File: config.mk
export PLATFORM = sky130hd
export DESIGN_NAME = spi_responder
export DESIGN_NICKNAME = d
export VERILOG_FILES = /design/src/rtl/spi_responder_pkg.sv /design/src/rtl/sync_edge.sv /design/src/rtl/spi_responder.sv
export SDC_FILE = /design/constraint.sdc
export NUM_CORES = 1
export LEC_CHECK = 0
export ABC_CLOCK_PERIOD_IN_PS = 2710
export BUFFER_PORTS_ARGS = -buffer_cell sky130_fd_sc_hd__buf_2
export CORE_ASPECT_RATIO = 1.75
export CORE_MARGIN = 3
export CORE_UTILIZATION = 25
export CTS_CLUSTER_SIZE = 24
export DETAILED_ROUTE_END_ITERATION = 10
export PLACE_DENSITY_LB_ADDON = 0.15
export SLEW_MARGIN = 20
export SYNTH_ARGS = -nofsm -noshare
export SYNTH_HDL_FRONTEND = slang
export SYNTH_HIERARCHICAL = 1
export SYNTH_SLANG_ARGS = --single-unit
File: constraint.sdc
create_clock -name clk -period 2.71 [get_ports clk]
set_input_delay 0.4065 -clock clk [delete_from_list [all_inputs] [get_ports clk]]
set_output_delay 0.4065 -clock clk [all_outputs]
set_load 0.05 [all_outputs]
File: src/rtl/spi_responder_pkg.sv
// Shared constants and types for the SPI responder peripheral.
package spi_responder_pkg;
  localparam int SPI_WIDTH = 8;
  localparam int OUT_BUSY  = 15;
  localparam int OUT_VALID = 14;
  localparam int OUT_OVR   = 13;

  typedef enum logic {IDLE, SHIFT} state_t;
endpackage

File: src/rtl/sync_edge.sv
// SYNC-stage synchronizer with one extra copy for rise/fall pulse detection.
module sync_edge #(
  parameter int   SYNC    = 2,
  parameter logic RST_VAL = 1'b0
) (
  input  logic clk,
  input  logic reset,
  input  logic d,
  output logic q,
  output logic rise,
  output logic fall
);
  // bits [SYNC-1:0] are the synchronizer chain, bit SYNC is the delayed copy
  logic [SYNC:0] syncPipe;

  always_ff @(posedge clk) begin
    if (reset) syncPipe <= {(SYNC+1){RST_VAL}};
    else       syncPipe <= {syncPipe[SYNC-1:0], d};
  end

  assign q    = syncPipe[SYNC-1];
  assign rise =  syncPipe[SYNC-1] & ~syncPipe[SYNC];
  assign fall = ~syncPipe[SYNC-1] &  syncPipe[SYNC];
endmodule

File: src/rtl/spi_responder.sv
// SPI mode-0 slave peripheral: CPU loads the reply byte, polls received bytes via out.
module spi_responder
  import spi_responder_pkg::*;
#(
  parameter int WIDTH = SPI_WIDTH,
  parameter int SYNC  = 2
) (
  input  logic             clk,
  input  logic             reset,
  input  logic             load,
  input  logic [WIDTH-1:0] in,
  output logic [15:0]      out,
  input  logic             sck,
  input  logic             csn,
  input  logic             mosi,
  output logic             miso,
  output logic             miso_oe
);
  localparam int CW = $clog2(WIDTH);
  localparam int AW = $clog2(SYNC + 2);
  localparam logic [CW-1:0] LAST     = CW'(WIDTH - 1);
  localparam logic [AW-1:0] ARM_FULL = AW'(SYNC + 1);

  logic sckS, sckRise, sckFall;
  logic csnS, csnRise, csnFall;
  logic mosiS, mosiRise, mosiFall;

  sync_edge #(.SYNC(SYNC), .RST_VAL(1'b0)) uSck (
    .clk(clk), .reset(reset), .d(sck), .q(sckS), .rise(sckRise), .fall(sckFall));
  sync_edge #(.SYNC(SYNC), .RST_VAL(1'b1)) uCsn (
    .clk(clk), .reset(reset), .d(csn), .q(csnS), .rise(csnRise), .fall(csnFall));
  sync_edge #(.SYNC(SYNC), .RST_VAL(1'b0)) uMosi (
    .clk(clk), .reset(reset), .d(mosi), .q(mosiS), .rise(mosiRise), .fall(mosiFall));

  logic unusedSync;
  assign unusedSync = ^{sckS, mosiRise, mosiFall};

  state_t           state;
  logic [WIDTH-1:0] txHold, shiftTx, shiftRx, rxByte;
  logic [CW-1:0]    bitCnt;
  logic             gotBit, rxValid, overrun, busy, misoOe;
  logic             armed;
  logic [AW-1:0]    armCnt;

  logic             done;
  logic [WIDTH-1:0] rxNext;
  logic [15:0]      outNext;

  always_comb begin
    rxNext = {shiftRx[WIDTH-2:0], mosiS};
    done   = (state == SHIFT) && !csnRise && sckRise && (bitCnt == LAST);
    outNext = '0;
    outNext[OUT_BUSY]    = busy;
    outNext[OUT_VALID]   = rxValid;
    outNext[OUT_OVR]     = overrun;
    outNext[WIDTH-1:0]   = rxByte;
  end

  assign miso    = misoOe ? shiftTx[WIDTH-1] : 1'b1;
  assign miso_oe = misoOe;

  always_ff @(posedge clk) begin
    if (reset) begin
      state   <= IDLE;
      txHold  <= '0;
      shiftTx <= '0;
      shiftRx <= '0;
      rxByte  <= '0;
      bitCnt  <= '0;
      gotBit  <= 1'b0;
      rxValid <= 1'b0;
      overrun <= 1'b0;
      busy    <= 1'b0;
      misoOe  <= 1'b0;
      armed   <= 1'b0;
      armCnt  <= '0;
      out     <= '0;
    end else begin
      out <= outNext;
      if (load) txHold <= in;
      rxValid <= done | (rxValid & ~load);
      overrun <= ~load & (overrun | (done & rxValid));
      if (done) rxByte <= rxNext;

      // After reset, a frame may only start once csn has been seen high on the
      // pin itself, not merely through the preset synchronizer chain.
      if (!armed) begin
        if (csnRise)                armed  <= 1'b1;
        else if (!csnS)             armCnt <= '0;
        else if (armCnt == ARM_FULL) armed <= 1'b1;
        else                        armCnt <= armCnt + 1'b1;
      end

      case (state)
        IDLE: begin
          if (csnFall && armed) begin
            state   <= SHIFT;
            shiftTx <= txHold;
            busy    <= 1'b1;
            misoOe  <= 1'b1;
            gotBit  <= sckRise;
            bitCnt  <= sckRise ? CW'(1) : '0;
            if (sckRise) shiftRx <= rxNext;
          end
        end
        SHIFT: begin
          if (csnRise) begin
            state  <= IDLE;
            bitCnt <= '0;
            busy   <= 1'b0;
            misoOe <= 1'b0;
          end else if (sckRise) begin
            shiftRx <= rxNext;
            gotBit  <= 1'b1;
            bitCnt  <= (bitCnt == LAST) ? '0 : bitCnt + 1'b1;
          end else if (sckFall) begin
            if (bitCnt != '0) shiftTx <= shiftTx << 1;
            else if (gotBit)  shiftTx <= txHold;
          end
        end
        default: state <= IDLE;
      endcase
    end
  end
endmodule

======== Yosys cells after proc, flatten, opt, wreduce, memory -nomap -nowiden ========
Cells that the tools add are included.
word-level totals
  register bits after elaboration ......... 67
  input bits .............................. 14
  word-level logic and storage cells ...... 93
cells by class
  add/sub/neg operators ................... 2
  equal/unequal tests ..................... 11
  multiplexer cells ....................... 34
  bitwise gates (word level) .............. 17
  reduce and logical (&&, ||, !) cells .... 12
operator list
  cell                                                                     number
  8-bit two-way mux                                                        9
  8-bit case mux with 2 select lines                                       2
  2-bit inequality test, second input constant                             7
  1-bit two-way mux                                                        13
  3-bit two-way mux                                                        4
  1-bit NOT                                                                8
  1-bit bitwise AND                                                        7
  1-bit case mux with 2 select lines                                       3
  3-bit case mux with 2 select lines                                       1
  2-bit AND reduction                                                      3
  3-bit AND reduction                                                      2
  5-bit AND reduction                                                      1
  1-bit logical AND                                                        4
  2-bit two-way mux                                                        2
  3-bit by 1-bit adder with 3-bit output, second input constant            1
  3-bit equality test, second input constant                               1
  3-bit by 1-bit inequality test with 1-bit output, second input constant  1
  3-bit inequality test, second input constant                             1
  3-bit nonzero test                                                       1
  2-bit by 1-bit adder with 2-bit output, second input constant            1
  2-bit equality test, second input constant                               1
  1-bit OR                                                                 2
  1-bit zero test                                                          1

======== Longest topological paths before layout ========
  word-level depth ........................ 9
  gate-level depth with buffers ........... 7
  gate-level depth less buffers ........... 6

======== Cells and area by module ========
Netlist, hierarchy kept.
modules (own cells, without submodules)
  module                 instances  cells an instance  area each (µm²)  seq. area each (µm²)
  spi_responder          1          209                2065.7           1061.0
  sync_edge (uMosi ...)  2          8                  91.3             60.1
  sync_edge (uCsn)       1          8                  92.6             60.1

======== Least setup slack after synthesis ========
Ideal clock, no wire load.
  path kind ............................... register to register
  start point ............................. register uCsn.syncPipe[1]
  end point ............................... register shiftTx[0]
  setup time .............................. 67 ps
  data arrival time ....................... 1634 ps
  slack ................................... 1009 ps
  cell stages (with the launch flop) ...... 7
  path buffers ............................ 1
  cell sequence ........................... dfxtp_1 -> nor2b_1 -> or3b_4 -> a221oi_4 -> buf_6 -> nand3_1 -> a21oi_2
between the ends
  elaborated cells between the ends (all ways) .. 7
RTL lines
  item                             RTL line              source
  start: declaration               sync_edge.sv:14       logic [SYNC:0] syncPipe;
  start signal: assignment         sync_edge.sv:17       if (reset) syncPipe <= {(SYNC+1){RST_VAL}};
  start signal: assignment         sync_edge.sv:18       else syncPipe <= {syncPipe[SYNC-1:0], d};
  1-bit bitwise AND                sync_edge.sv:22       assign rise = syncPipe[SYNC-1] & ~syncPipe[SYNC];
  net csnRise                      spi_responder.sv:25   logic csnS, csnRise, csnFall;
  2-bit inequality test (no line)  --
  5-bit AND reduction (no line)    --
  end signal: assignment           spi_responder.sv:98   shiftTx <= txHold;
  end signal: assignment           spi_responder.sv:117  if (bitCnt != '0) shiftTx <= shiftTx << 1;
  end signal: assignment           spi_responder.sv:118  else if (gotBit) shiftTx <= txHold;
  end: declaration                 spi_responder.sv:39   logic [WIDTH-1:0] txHold, shiftTx, shiftRx, rxByte;
The timed path passes the listed nets, and every way through them passes these cells.
A chain may end at the register's enable or synchronous reset.

======== Final worst setup path ========
  start point ............................. register state
  end point ............................... register shiftTx[0]
between the ends
  longest elaborated chain between the ends .. 3
  elaborated cells between the ends (all ways) .. 8
RTL lines
  item                             RTL line              source
  start: declaration               spi_responder.sv:38   state_t state;
  start signal: assignment         spi_responder.sv:64   state <= IDLE;
  start signal: assignment         spi_responder.sv:97   state <= SHIFT;
  start signal: assignment         spi_responder.sv:108  state <= IDLE;
  1-bit NOT                        --
  2-bit inequality test (no line)  --
  5-bit AND reduction (no line)    --
Several ways; a longest one is shown, not always the timed one.

==> results.yml <==
status:
  status: "complete, no violations"
timing:
  period_share: 0.737
  slew_viol_final: 0
  slew_headroom: 0.543
  finClkSkew_ns: 0.00575
  hold_violations: 0
  setup_viol: 0
  period_minus_slack_ns: 2.00
  clock.fmax_ghz: 0.501
  worst_pin_slew_ns: 0.685
  fin_tns_setup_ns: 0
  rsz0062_at_grt: "no"
worst_hold_path:
  hold_path.class: "in -> reg"
global_routing:
  grt_max_degree: 31
  grt_usage: 0.0905
  grt_overflow: 0
  antenna_found_initial: 0
  grt_first_pass_wirelength_mm: 7.16
  grt_pass1_vias: 1546
clock_network:
  holdBufCountCts: 0
  clock-root-buffer: "clkbuf_16"
  cts_resized: 0
  cts_tree: "built"
  path_clk_slew_ns: 0.05
  htree_levels: 3
  clk_latency_ns: 0.32
  post_cts_buffers: 0
  clock-sinks: 61
  numCtsBuffers: 9
  ctsLongestPathBuffers: 2
place:
  port_buffers: 26
  routabilityCongestion: 0.673
  dp_hpwl_mm: 2.80
  placed_area_um2: 2510
critical_path:
  slowest_delay_ns: 0.61
  critPathKind: "reg -> reg"
  crit_chain: "or3b_4, a221oi_4, nand3_1, a21oi_2"
  cp.required_ns: 2.96
  arrival_ns: 2.25
  slowest_stage: "a221oi_4"
  cp-start-kind: "flop"
  endpoint_kind: "flop"
  cp_max_fo: 16
floorplan:
  die_h_um: 133
  core_um2: 8840
  ioPinCount: 32
  die_area_um2: 10400
  start_util: 0.260
  rows: 45
  die_w_um: 78.5
route:
  drc: 0
  vias_per_cell: 4.08
  routedWlPerCell_um: 11.1
  postRouteAntennaNets: 0
  vias: 1539
  drtIter0Drc: 53
  firstDrtPassIters: 4
  wirelength_mm: 4.18
logic_synthesis:
  syn_area_per_cell_um2: 10.1
  synthCells: 229
  synth_warnings: 6
  synthesis.area_um2: 2300
power:
  leakage_nw: 1.20
  vdd_drop_max_mv: 0.314
  p_total_w: 0.00203
  p_per_area_nw_per_um2: 733
layout:
  design_area_um2: 2780
  n_antenna_cell: 0
  syn2layout_area_growth_pct: 20.5
  drive_above_1_share: 0.185
  final_nets: 274
job:
  max_cap_viol_count: 0
-- cells in the final DEF, fill, tap and decap left out, types with 2 or more instances in the layout --
master	n
a211oi_2	2
clkbuf_1	3
nor2_1	31
a21oi_1	14
inv_1	5
clkinv_2	2
a211oi_1	6
buf_2	26
nor2b_1	21
o21ai_2	2
ha_1	4
clkbuf_16	9
and3b_1	2
conb_1	5
nand2_1	18
buf_4	2
nand2b_1	3
dfxtp_1	61
nand3_1	2
mux2i_1	26
or2_1	3
-- where the power goes --
part           total (W)  switching, W  internal [W]
logic           0.000103     0.0000628     0.0000404
registers       0.000936     0.0000136      0.000922
clock network   0.000995      0.000361      0.000634
-- worst paths after layout --
path,endpoint,startpoint,depth (start not counted),slack (ns)
max,shiftTx[0]$_SDFFE_PP0P_,state$_SDFF_PP0_,4,0.71
min,uCsn/syncPipe[0]$_SDFF_PP1_,csn,2,0.26
max reg2reg,shiftTx[0]$_SDFFE_PP0P_,state$_SDFF_PP0_,4,0.71
min reg2reg,uCsn/syncPipe[1]$_SDFF_PP1_,uCsn/syncPipe[0]$_SDFF_PP1_,1,0.41
-- area by class of cell --
type,count,area [µm²]
sequential,61,1220
clock inverter,2,10.0
tap,117,146
fill,951,6060
multi-input combinational,151,983
inverter,5,18.8
clock buffer,13,250
timing repair buffer,28,145
-- routing by layer --
| layer | vias to the layer above | global-route usage | share of wire |
|---|---|---|---|
| li1 | 806 | - | - |
| met2 | 29 | 0.153 | 0.52 |
| met3 | 9 | 0.0286 | 0.040 |
| met4 | 0 | 0.0671 | 0.031 |
| met5 | - | 0 | 0 |
| met1 | 695 | 0.0910 | 0.41 |
-- through the flow --
stage,setup WS (ns),std cells,hold WS [ns],utilization
finish,0.714,377,0.265,0.314
detailed placement,0.675,362,0.406,0.285
CTS,0.676,377,0.252,0.314
floorplan,1.01,233,0.385,-
global route,0.529,377,0.271,0.314
global placement,0.760,362,0.405,0.285
-- flip-flops by register name, summed over array words and instances (netlist names), 2 cells and up --
signal / cells
armCnt: 2
bitCnt: 3
out: 11
rxByte: 8
shiftRx: 7
shiftTx: 8
txHold: 8
uCsn/syncPipe: 3
uMosi/syncPipe: 2
uSck/syncPipe: 3
-- worst max-delay path: cells and delay by family (launching register included) --
family          cells  cell delay (ns)
compound gates      2             0.78
flops               1             0.53
simple gates        2             0.62
Power figures use the tool's default switching activity.
